<file path="config.mk">
export PLATFORM = sky130hd
export DESIGN_NAME = prog_tick_timer_flat
export DESIGN_NICKNAME = d
export VERILOG_FILES = /design/src/rtl/prog_tick_timer_if.sv /design/src/rtl/prog_tick_timer.sv /design/src/flat_wrapper.sv
export SDC_FILE = /design/constraint.sdc
export NUM_CORES = 1
export LEC_CHECK = 0
export CORE_MARGIN = 2
export CORE_UTILIZATION = 42
export DETAILED_ROUTE_END_ITERATION = 8
export PLACE_DENSITY = 0.66
export SLEW_MARGIN = 20
export SYNTH_ARGS = -nofsm -noshare
export SYNTH_HDL_FRONTEND = slang
export SYNTH_SLANG_ARGS = --single-unit
export TNS_END_PERCENT = 1
</file>
<file path="constraint.sdc">
create_clock -name clock -period 4.2 [get_ports clock]
set_input_delay 0.42 -clock clock [delete_from_list [all_inputs] [get_ports clock]]
set_output_delay 0.42 -clock clock [all_outputs]
set_load 0.02 [all_outputs]
</file>
<file path="src/rtl/prog_tick_timer_if.sv">
// prog_tick_timer_if: control/status bundle between the tick timer and its user.
interface prog_tick_timer_if #(
   parameter int WIDTH = 21
);
   logic             isEnabled;
   logic             load;
   logic [WIDTH-1:0] periodIn;
   logic             start;
   logic             oneShot;
   logic             tick;
   logic             running;
   logic             done;
   logic [WIDTH-1:0] count;
   modport master (
      output isEnabled, load, periodIn, start, oneShot,
      input  tick, running, done, count
   );
   modport slave (
      input  isEnabled, load, periodIn, start, oneShot,
      output tick, running, done, count
   );
endinterface

</file>
<file path="src/rtl/prog_tick_timer.sv">
// prog_tick_timer: programmable periodic/one-shot tick generator with pause and re-arm.
module prog_tick_timer #(
   parameter int WIDTH          = 21,
   parameter int DEFAULT_PERIOD = 2000000,
   parameter bit AUTO_START     = 1'b1
) (
   input  logic             clock,
   input  logic             reset,
   prog_tick_timer_if.slave bus
);
   logic [WIDTH-1:0] count_q, count_d, period_q, period_d, term;
   logic             tick_q, tick_d, running_q, running_d, done_q, done_d;
   // a programmed period of 0 behaves as 1, so the terminal value is 0
   assign term = (period_q == '0) ? '0 : period_q - WIDTH'(1);
   always_comb begin
      count_d   = count_q;
      period_d  = period_q;
      tick_d    = 1'b0;
      running_d = running_q;
      done_d    = done_q;
      if (bus.load || bus.start) begin
         count_d   = '0;
         done_d    = 1'b0;
         period_d  = bus.load ? bus.periodIn : period_q;
         running_d = bus.start ? 1'b1 : running_q;
      end else if (running_q && bus.isEnabled) begin
         count_d = (count_q == term) ? '0 : count_q + WIDTH'(1);
         tick_d  = (count_q == term);
         if (count_q == term && bus.oneShot) begin
            running_d = 1'b0;
            done_d    = 1'b1;
         end
      end
   end
   always_ff @(posedge clock) begin
      if (reset) begin
         count_q   <= '0;
         period_q  <= WIDTH'(DEFAULT_PERIOD);
         tick_q    <= 1'b0;
         running_q <= AUTO_START;
         done_q    <= 1'b0;
      end else begin
         count_q   <= count_d;
         period_q  <= period_d;
         tick_q    <= tick_d;
         running_q <= running_d;
         done_q    <= done_d;
      end
   end
   assign bus.count   = count_q;
   assign bus.tick    = tick_q;
   assign bus.running = running_q;
   assign bus.done    = done_q;
endmodule

</file>
<file path="src/flat_wrapper.sv">
// flat-port wrapper written by rule: the top's interface ports become plain ports
module prog_tick_timer_flat 
#(
   parameter int WIDTH          = 21,
   parameter int DEFAULT_PERIOD = 2000000,
   parameter bit AUTO_START     = 1'b1
)
  (clock, reset, bus_isEnabled, bus_load, bus_periodIn, bus_start, bus_oneShot, bus_tick, bus_running, bus_done, bus_count);
  prog_tick_timer_if #(.WIDTH(WIDTH)) bus_i ();
  input  logic clock;
  input  logic reset;
  input wire logic [$bits(bus_i.isEnabled)-1:0] bus_isEnabled;
  input wire logic [$bits(bus_i.load)-1:0] bus_load;
  input wire logic [$bits(bus_i.periodIn)-1:0] bus_periodIn;
  input wire logic [$bits(bus_i.start)-1:0] bus_start;
  input wire logic [$bits(bus_i.oneShot)-1:0] bus_oneShot;
  output wire logic [$bits(bus_i.tick)-1:0] bus_tick;
  output wire logic [$bits(bus_i.running)-1:0] bus_running;
  output wire logic [$bits(bus_i.done)-1:0] bus_done;
  output wire logic [$bits(bus_i.count)-1:0] bus_count;
  assign bus_i.isEnabled = bus_isEnabled;
  assign bus_i.load = bus_load;
  assign bus_i.periodIn = bus_periodIn;
  assign bus_i.start = bus_start;
  assign bus_i.oneShot = bus_oneShot;
  assign bus_tick = bus_i.tick;
  assign bus_running = bus_i.running;
  assign bus_done = bus_i.done;
  assign bus_count = bus_i.count;
  prog_tick_timer #(.WIDTH(WIDTH), .DEFAULT_PERIOD(DEFAULT_PERIOD), .AUTO_START(AUTO_START)) u_core (.clock(clock), .reset(reset), .bus(bus_i));
endmodule
</file>
# ---- Yosys cells after proc, flatten, opt, wreduce, memory -nomap -nowiden
# Cells that the tools add are included.
# Widths: inputs -> output; s select.
dict set report word_totals {
  regBits 45
  inputBits 27
}
dict set report op_classes {
  n_addsub 2
  eq_ne 2
  mux 6
  bitwise_logic 1
  reduce_logical 11
}
# operator n
set op_table {}
lappend op_table {{$mux 21} 2}
lappend op_table {{$add 21x1->21 const B} 1}
lappend op_table {{$eq 21x21->1} 1}
lappend op_table {{$logic_not 21->1} 1}
lappend op_table {{$sub 21x1->21 const B} 1}
lappend op_table {{$mux 1} 4}
lappend op_table {{$reduce_and 2->1} 2}
lappend op_table {{$reduce_bool 2->1} 2}
lappend op_table {{$reduce_and 3->1} 1}
lappend op_table {{$reduce_or 3->1} 1}
lappend op_table {{$logic_and 1x1->1} 2}
lappend op_table {{$ne 2x2->1 const B} 1}
lappend op_table {{$reduce_or 2->1} 1}
lappend op_table {{$logic_or 1x1->1} 1}
lappend op_table {{$not 1->1} 1}

# ---- Longest topological paths before layout
# Gate-level depths: netlist (run 1).
dict set report logic_depth {
  depth_word 7
  mapped_depth 12
  mapped_depth_nobuf 10
}

# ---- Least setup slack after synthesis (run 1)
# Ideal clock, no wire load.
dict set report synth_path {
  kind {reg-to-reg}
  from {reg u_core.period_q[2]}
  to {reg u_core.running_q (netlist: u_core.bus.running)}
  setup_time_ns 0.123
  arrival_ns 2.870
  required_ns 4.077
  path_slack_ns 1.207
  stages_incl_launch_ff 10
  n_path_buf 1
  cell_sequence {dfxtp_1 > clkbuf_1 > nor4_1 > nand3_1 > xnor2_1 > or4_1 > a311oi_1 > nand4_1 > o41ai_1 > nand2_1}
}
dict set report synth_between {
  elab_chain_cells 6
  elab_cells_between_ends 7
}
# element line
set synth_lines {}
lappend synth_lines {{from (decl)} prog_tick_timer.sv:11} ;# logic [WIDTH-1:0] count_q, count_d, period_q, period_d, term;
lappend synth_lines {{from (signal assigned)} prog_tick_timer.sv:38} ;# period_q <= WIDTH'(DEFAULT_PERIOD);
lappend synth_lines {{from (signal assigned)} prog_tick_timer.sv:44} ;# period_q <= period_d;
lappend synth_lines {{$sub 21x1->21 / $logic_not 21->1 (equally long branches)} prog_tick_timer.sv:14} ;# assign term = (period_q == '0) ? '0 : period_q - WIDTH'(1);
lappend synth_lines {{$mux 21 *} prog_tick_timer.sv:14}
lappend synth_lines {{$eq 21x21->1 *} prog_tick_timer.sv:29} ;# if (count_q == term && bus.oneShot) begin
lappend synth_lines {{$logic_and 1x1->1 *} prog_tick_timer.sv:29}
lappend synth_lines {{$reduce_bool 2->1 (no source line) *} --}
lappend synth_lines {{$reduce_and 3->1 (no source line) *} --}
lappend synth_lines {{to (signal assigned)} prog_tick_timer.sv:46} ;# running_q <= running_d;
lappend synth_lines {{to (decl)} prog_tick_timer.sv:12} ;# logic tick_q, tick_d, running_q, running_d, done_q, done_d;
# Mark *: on every way between the ends. The rest lies on a longest branch, timed or not.
# A chain may end at the register's enable or synchronous reset.

# ---- Final worst setup path (run 1)
dict set report layout_path {
  from {reg u_core.period_q[0]}
  to {reg u_core.running_q (netlist: u_core.bus.running)}
}
# The elaborated chain is that of the path after synthesis.

==> metrics.txt, run 1 <==
flip-flop and latch count after synthesis=45; Crit path arrival time=3860 ps; ys async rst share=0%; WL per Instance=15.80 um; Critical Path Fanout Max=6; fin crit share=87.24%; vias in the first global route=2535; CP max stage delay=860 ps; Ys Warns=0; worst hold stages=1; Final Skew=6.993 ps; post-synthesis instance area=0.002920 mm^2; Clock Sinks=45; hold endpoint=u_core.bus.done$_SDFFE_PP0P_; core area=0.006756 mm^2; Die X=87.39 um; Longest Clk Path Bufs=2; most frequent cells in the layout=nor2_1 (54), clkdlybuf4s50_1 (50), dfxtp_1 (45), nand2_1 (20), xnor2_1 (19); H-tree Lvls=2; final hold vios=0; Setup crit start kind=register; final wirelength=7380 um; CP Cell Sequence=nor4_1 -> nand3_1 -> xnor2_1 -> or4_1 -> a311oi_1 -> nand4_1 -> o41ai_1 -> nand2_1; share of cells above drive strength 1=5.943%; P_leak=1.228 nW; WP data required=4390 ps; Post-synth EDFFs=0; CP max stage cell=nor4_1; I/O Pins=51; Achievable Freq=272.9 MHz; CP delay by family, top=simple AND/OR/NAND/NOR gates; syn nets=376; Detailed Place HPWL=5739 um; largest net degree at the start of global routing=32; Max Cap Viol=0; commonest non-fill, non-tap cell in the layout=nor2_1; Routed Antenna Nets=0; Vias per Instance=5.672; Setup CP Type=reg2reg; Clock Latency Late Sink=300 ps; Reg2Reg Depth=8; post-CTS setup buffer count=0; minimum clock period after layout=3664 ps; global-route wire length before repair=12390 um; All-Layer GR Usage=20.72%; Final nets=415; CP bufs+invs=0; port bufs=50; die area=0.007636 mm^2; Top FF cell, synth=dfxtp_1; Layout Utilization=52.59%; clock root buffer=clkbuf_8; fill cell count=650; Syn Inst Count=347; status=finished clean; sequential share of the synthesized area=30.85%; via count=2649; CTS buffer count=5; CTS Hold Bufs=0; Die H=87.39 um; Rows=30; RR Endpoint=u_core.bus.running$_SDFFE_PP1P_; HP Class=reg2reg; P&R area growth vs syn=21.68%; peak supply drop=0.1736 mV; worst rel slew slack=35.79%; Worst-Margin Slew=954.4 ps; max-slew violation count=0; final setup fails=0; Power per Cell Area=270.0 mW/mm^2; First DRT Iteration DRCs=194; CTS tree=done; RSZ-0062 raised after global routing=false; reg-to-reg critical path startpoint=u_core.period_q[0]$_SDFFE_PP0P_; internal reg-to-reg setup slack=540 ps; Antenna Cells=0; clock slew at reported path FFs=90 ps; GR Overflow Total=0; GPL Wtd Cong=0.8990; post-route setup TNS=0 ps; critical path capture point type=register; first drt pass iteration count=5; syn_area_per_cell=8.416 um^2; synth unique cells=62; initial antenna violation count=0; drt drc=0; Hold Crit Start=u_core.bus.done$_SDFFE_PP0P_; post-CTS resize count=0; Initial Util=43.22%
==> worst register-to-register path: cells and delay by family, from the launching register on <==
kind,cells,cell delay [ps]
compound gates,2,770
simple gates,5,2130
flops,1,400
xor+xnor,1,250
==> final cells by class <==
class	instances	area [um^2]	share of cell area [%]
clock buffer	5	68.82	1.937
clock inverter	3	43.79	1.232
inverter	5	18.77	0.5282
multi-input combinational	275	1891	53.20
sequential	45	900.9	25.35
tap	80	100.1	2.817
timing repair buffer	54	530.5	14.93
==> synthesized netlist by cell type, drive strengths merged (2+ instances only) <==
master	n	area, um^2
buf	8	56.30
xnor2	19	166.4
or3	5	31.28
nor3	11	55.05
nand3	5	25.02
inv	5	18.77
dfxtp	45	900.9
a2111oi	2	36.29
and3	9	56.30
mux2i	15	150.1
nor2	55	209.0
o21ai	10	53.80
a211o	8	70.07
nor4	8	56.30
xor2	16	140.1
and2	3	18.77
ha	2	25.02
o211ai	6	45.04
o41ai	2	17.52
nor2b	11	68.82
nor3b	5	37.54
nand2b	5	31.28
nand4	11	68.82
o31ai	3	22.52
o2111a	2	22.52
clkbuf	14	53.80
xnor3	4	90.09
or4	8	71.32
nand2	21	81.33
a21oi	6	30.03
==> stage by stage <==
stage	setup WS [ps]	power, mW	cell area [um^2]	hold WS (ps)	cells
after floorplan	1207	0.5775	2920	511.6	347
after global placement	662.1	0.6295	3441	461.2	459
after detailed placement	609.5	0.6318	3441	466.2	459
after CTS	590.4	0.9628	3553	490.0	467
after global routing	347.2	1.004	3553	518.1	467
final	535.8	0.9594	3553	484.2	467
==> worst max-delay path by stage <==
stage                                    start                                end  slack (ps)  cells after the start
3_3_place_gp   u_core.period_q[0]$_SDFFE_PP0P_   u_core.bus.count[6]$_SDFFE_PP0P_         660                      9
2_1_floorplan  u_core.period_q[2]$_SDFFE_PP0P_    u_core.bus.running$_SDFFE_PP1P_        1210                      9
5_1_grt        u_core.period_q[0]$_SDFFE_PP0P_    u_core.bus.running$_SDFFE_PP1P_         350                      8
3_5_place_dp   u_core.period_q[0]$_SDFFE_PP0P_  u_core.bus.count[18]$_SDFFE_PP0P_         610                      9
6_report       u_core.period_q[0]$_SDFFE_PP0P_    u_core.bus.running$_SDFFE_PP1P_         540                      8
4_1_cts        u_core.period_q[0]$_SDFFE_PP0P_  u_core.bus.count[18]$_SDFFE_PP0P_         590                      9
==> cells by family (layout without fill, tap and decap cells) <==
logic type,count (synthesis),count (layout),share of synthesized area [%]
multiplexers,16,16,5.527
flip-flops,45,45,30.85
AO/OA/AOI/OAI,56,56,15.55
AND/OR/NAND/NOR,162,162,29.22
buffers and inverters,27,67,4.413
XOR/XNOR,39,39,13.58
adder cells (fa/ha/maj),2,2,0.8568
==> flip-flops by register name, summed over array words and instances, names as in the netlist <==
| register | flops |
|---|---|
| u_core.bus.count | 21 |
| u_core.period_q | 21 |
| u_core.bus.done | 1 |
| u_core.bus.running | 1 |
| u_core.bus.tick | 1 |
==> report_power, final <==
group	internal (mW)	total (mW)	switching, mW
combinational	0.0814	0.160	0.0781
clock	0.178	0.335	0.157
sequential	0.439	0.464	0.0249
total	0.699	0.959	0.260
==> routing by layer <==
metal / global-route usage [%] / vias to the layer above / share of wire, %
met4: 6.573 / 0 / 2.0
met5: 0 / - / 0
met1: 28.10 / 1225 / 46
met3: 4.360 / 12 / 5.9
li1: - / 1333 / -
met2: 32.85 / 79 / 46
No activity file was read; power rests on OpenSTA's default activity.
==> inputs of run 2 (changes only) <==
- CORE_UTILIZATION: 42 -> 28
- PLACE_DENSITY: 0.66 -> not set
==> metrics.txt, run 2 (synthesized netlist as in run 1, its figures left out) <==
fin crit share=83.14% (was 87.24%); critical path capture point type=register (unchanged); via count=2701 (was 2649); H-tree Lvls=2 (unchanged); internal reg-to-reg setup slack=710 ps (was 540 ps); Clock Latency Late Sink=300 ps (about the same); HP Class=reg2reg (unchanged); vias in the first global route=2542 (was 2535); core area=0.01023 mm^2 (was 0.006756 mm^2); Power per Cell Area=250.8 mW/mm^2 (was 270.0 mW/mm^2); WL per Instance=15.19 um (was 15.80 um); worst hold stages=2 (was 1); First DRT Iteration DRCs=238 (was 194); Layout Utilization=35.27% (was 52.59%); CTS buffer count=5 (unchanged); post-CTS setup buffer count=0 (unchanged); drt drc=0 (unchanged); Max Cap Viol=0 (unchanged); status=finished clean (unchanged); hold endpoint=u_core.bus.running$_SDFFE_PP1P_ (was u_core.bus.done$_SDFFE_PP0P_); Clock Sinks=45 (unchanged); clock slew at reported path FFs=90 ps (about the same); minimum clock period after layout=3492 ps (was 3664 ps); share of cells above drive strength 1=6.186% (was 5.943%); final hold vios=0 (unchanged); All-Layer GR Usage=14.44% (was 20.72%); Setup crit start kind=register (unchanged); fill cell count=1062 (was 650); worst rel slew slack=43.71% (was 35.79%); CTS tree=done (unchanged); Routed Antenna Nets=0 (unchanged); P&R area growth vs syn=23.56% (was 21.68%); max-slew violation count=0 (unchanged); Crit path arrival time=3690 ps (was 3860 ps); Critical Path Fanout Max=20 (was 6); final wirelength=7961 um (was 7380 um); final setup fails=0 (unchanged); Die X=106.1 um (was 87.39 um); Seq pwr share=51.4% (was 48.4%); Int Pwr=0.6408 mW (was 0.6993 mW); I/O Pins=51 (unchanged); peak supply drop=0.1313 mV (was 0.1736 mV); Final nets=416 (was 415); Rows=37 (was 30); Achievable Freq=286.4 MHz (was 272.9 MHz); global-route wire length before repair=13110 um (was 12390 um); Longest Clk Path Bufs=2 (unchanged); Antenna Cells=0 (unchanged); Initial Util=28.54% (was 43.22%); largest net degree at the start of global routing=32 (unchanged); RSZ-0062 raised after global routing=false (unchanged); P_leak=1.219 nW (was 1.228 nW); GPL Wtd Cong=0.9370 (was 0.8990); CTS Hold Bufs=0 (unchanged); GR Overflow Total=0 (unchanged); most frequent cells in the layout=nor2_1 (54), clkdlybuf4s50_1 (50), dfxtp_1 (45), nand2_1 (20), xnor2_1 (19) (unchanged); port bufs=50 (unchanged); commonest non-fill, non-tap cell in the layout=nor2_1 (unchanged); first drt pass iteration count=5 (unchanged); Detailed Place HPWL=6131 um (was 5739 um); RR Endpoint=u_core.bus.count[2]$_SDFFE_PP0P_ (was u_core.bus.running$_SDFFE_PP1P_); Net Sw Frac=29.20% (was 27.11%); Clk pwr share=30.8% (was 35.0%); Comb power frac=17.8% (was 16.6%); Setup CP Type=reg2reg (unchanged); Reg2Reg Depth=9 (was 8); WP data required=4400 ps (was 4390 ps); Final Skew=8.797 ps (was 6.993 ps); reg-to-reg critical path startpoint=u_core.period_q[8]$_SDFFE_PP0P_ (was u_core.period_q[0]$_SDFFE_PP0P_); post-CTS resize count=0 (unchanged); Sw Pwr=0.2643 mW (was 0.2600 mW); die area=0.01126 mm^2 (was 0.007636 mm^2); post-route setup TNS=0 ps (unchanged); Worst-Margin Slew=841.7 ps (was 954.4 ps); Die H=106.1 um (was 87.39 um); initial antenna violation count=0 (unchanged); clock root buffer=clkbuf_8 (unchanged); Hold Crit Start=u_core.bus.running$_SDFFE_PP1P_ (was u_core.bus.done$_SDFFE_PP0P_); Vias per Instance=5.155 (was 5.672)
-- run 2: cell count changes in the layout (fill, tap and decap cells not counted), sizes merged --
cell,previous run,this run
bufinv,1,0
clkinvlp,0,1
buf,4,5
-- run 2: routing by layer --
metal | routed length [um] | GRT usage, %
met1 | 3700 | 19.65
met4 | 205 | 5.357
met3 | 463 | 2.575
met2 | 3593 | 22.76
met5 | 0 | 0
-- run 2: stage by stage --
step	instances	hold slack [ps]	setup slack, ps	cell area (um^2)	total power, mW
floorplan	347	511.6	1207	2920	0.5775
finish	524	486.0	708.3	3608	0.9051
CTS	524	483.2	757.3	3608	0.9131
global route	524	523.6	217.7	3608	0.9531
global placement	516	467.1	806.9	3518	0.6345
detailed placement	516	460.9	753.0	3518	0.6336
-- run 2: how the worst max path moves through the flow --
stage	from	end	slack, ps	cells after the start
floorplan	u_core.period_q[2]$_SDFFE_PP0P_	u_core.bus.running$_SDFFE_PP1P_	1210	9
global placement	u_core.period_q[0]$_SDFFE_PP0P_	u_core.bus.count[5]$_SDFFE_PP0P_	810	11
detailed placement	u_core.period_q[0]$_SDFFE_PP0P_	u_core.bus.count[2]$_SDFFE_PP0P_	750	11
CTS	u_core.period_q[8]$_SDFFE_PP0P_	u_core.bus.count[2]$_SDFFE_PP0P_	760	9
global route	u_core.period_q[8]$_SDFFE_PP0P_	u_core.bus.running$_SDFFE_PP1P_	220	8
finish	u_core.period_q[8]$_SDFFE_PP0P_	u_core.bus.count[2]$_SDFFE_PP0P_	710	9
-- run 2: layout make-up --
class	count	area (um^2)	share of cell area (%)
Multi-Input combinational cell	275	1891	52.39
Clock buffer	5	68.82	1.907
Inverter	5	18.77	0.5201
Tap cell	136	170.2	4.716
Timing Repair Buffer	55	538.0	14.91
Sequential cell	45	900.9	24.97
Clock inverter	3	21.27	0.5895
-- run 2: power by group through the flow --
stage | Clock (mW) | Combinational, mW | Sequential (mW)
finish | 0.279 | 0.161 | 0.465
global route | 0.308 | 0.177 | 0.468
CTS | 0.289 | 0.160 | 0.465
detailed placement | 0 | 0.159 | 0.475
global placement | 0 | 0.161 | 0.474
floorplan | 0 | 0.115 | 0.463
-- run 2: critical path, stage by stage, from the launching register on --
cell,delay [ps]
dfxtp_1,410
nor3_1,660
and4_1,480
nand2_2,180
a32o_1,290
a2111oi_0,460
nand4_1,350
o21ai_2,220
buf_4,250
nor2_1,80
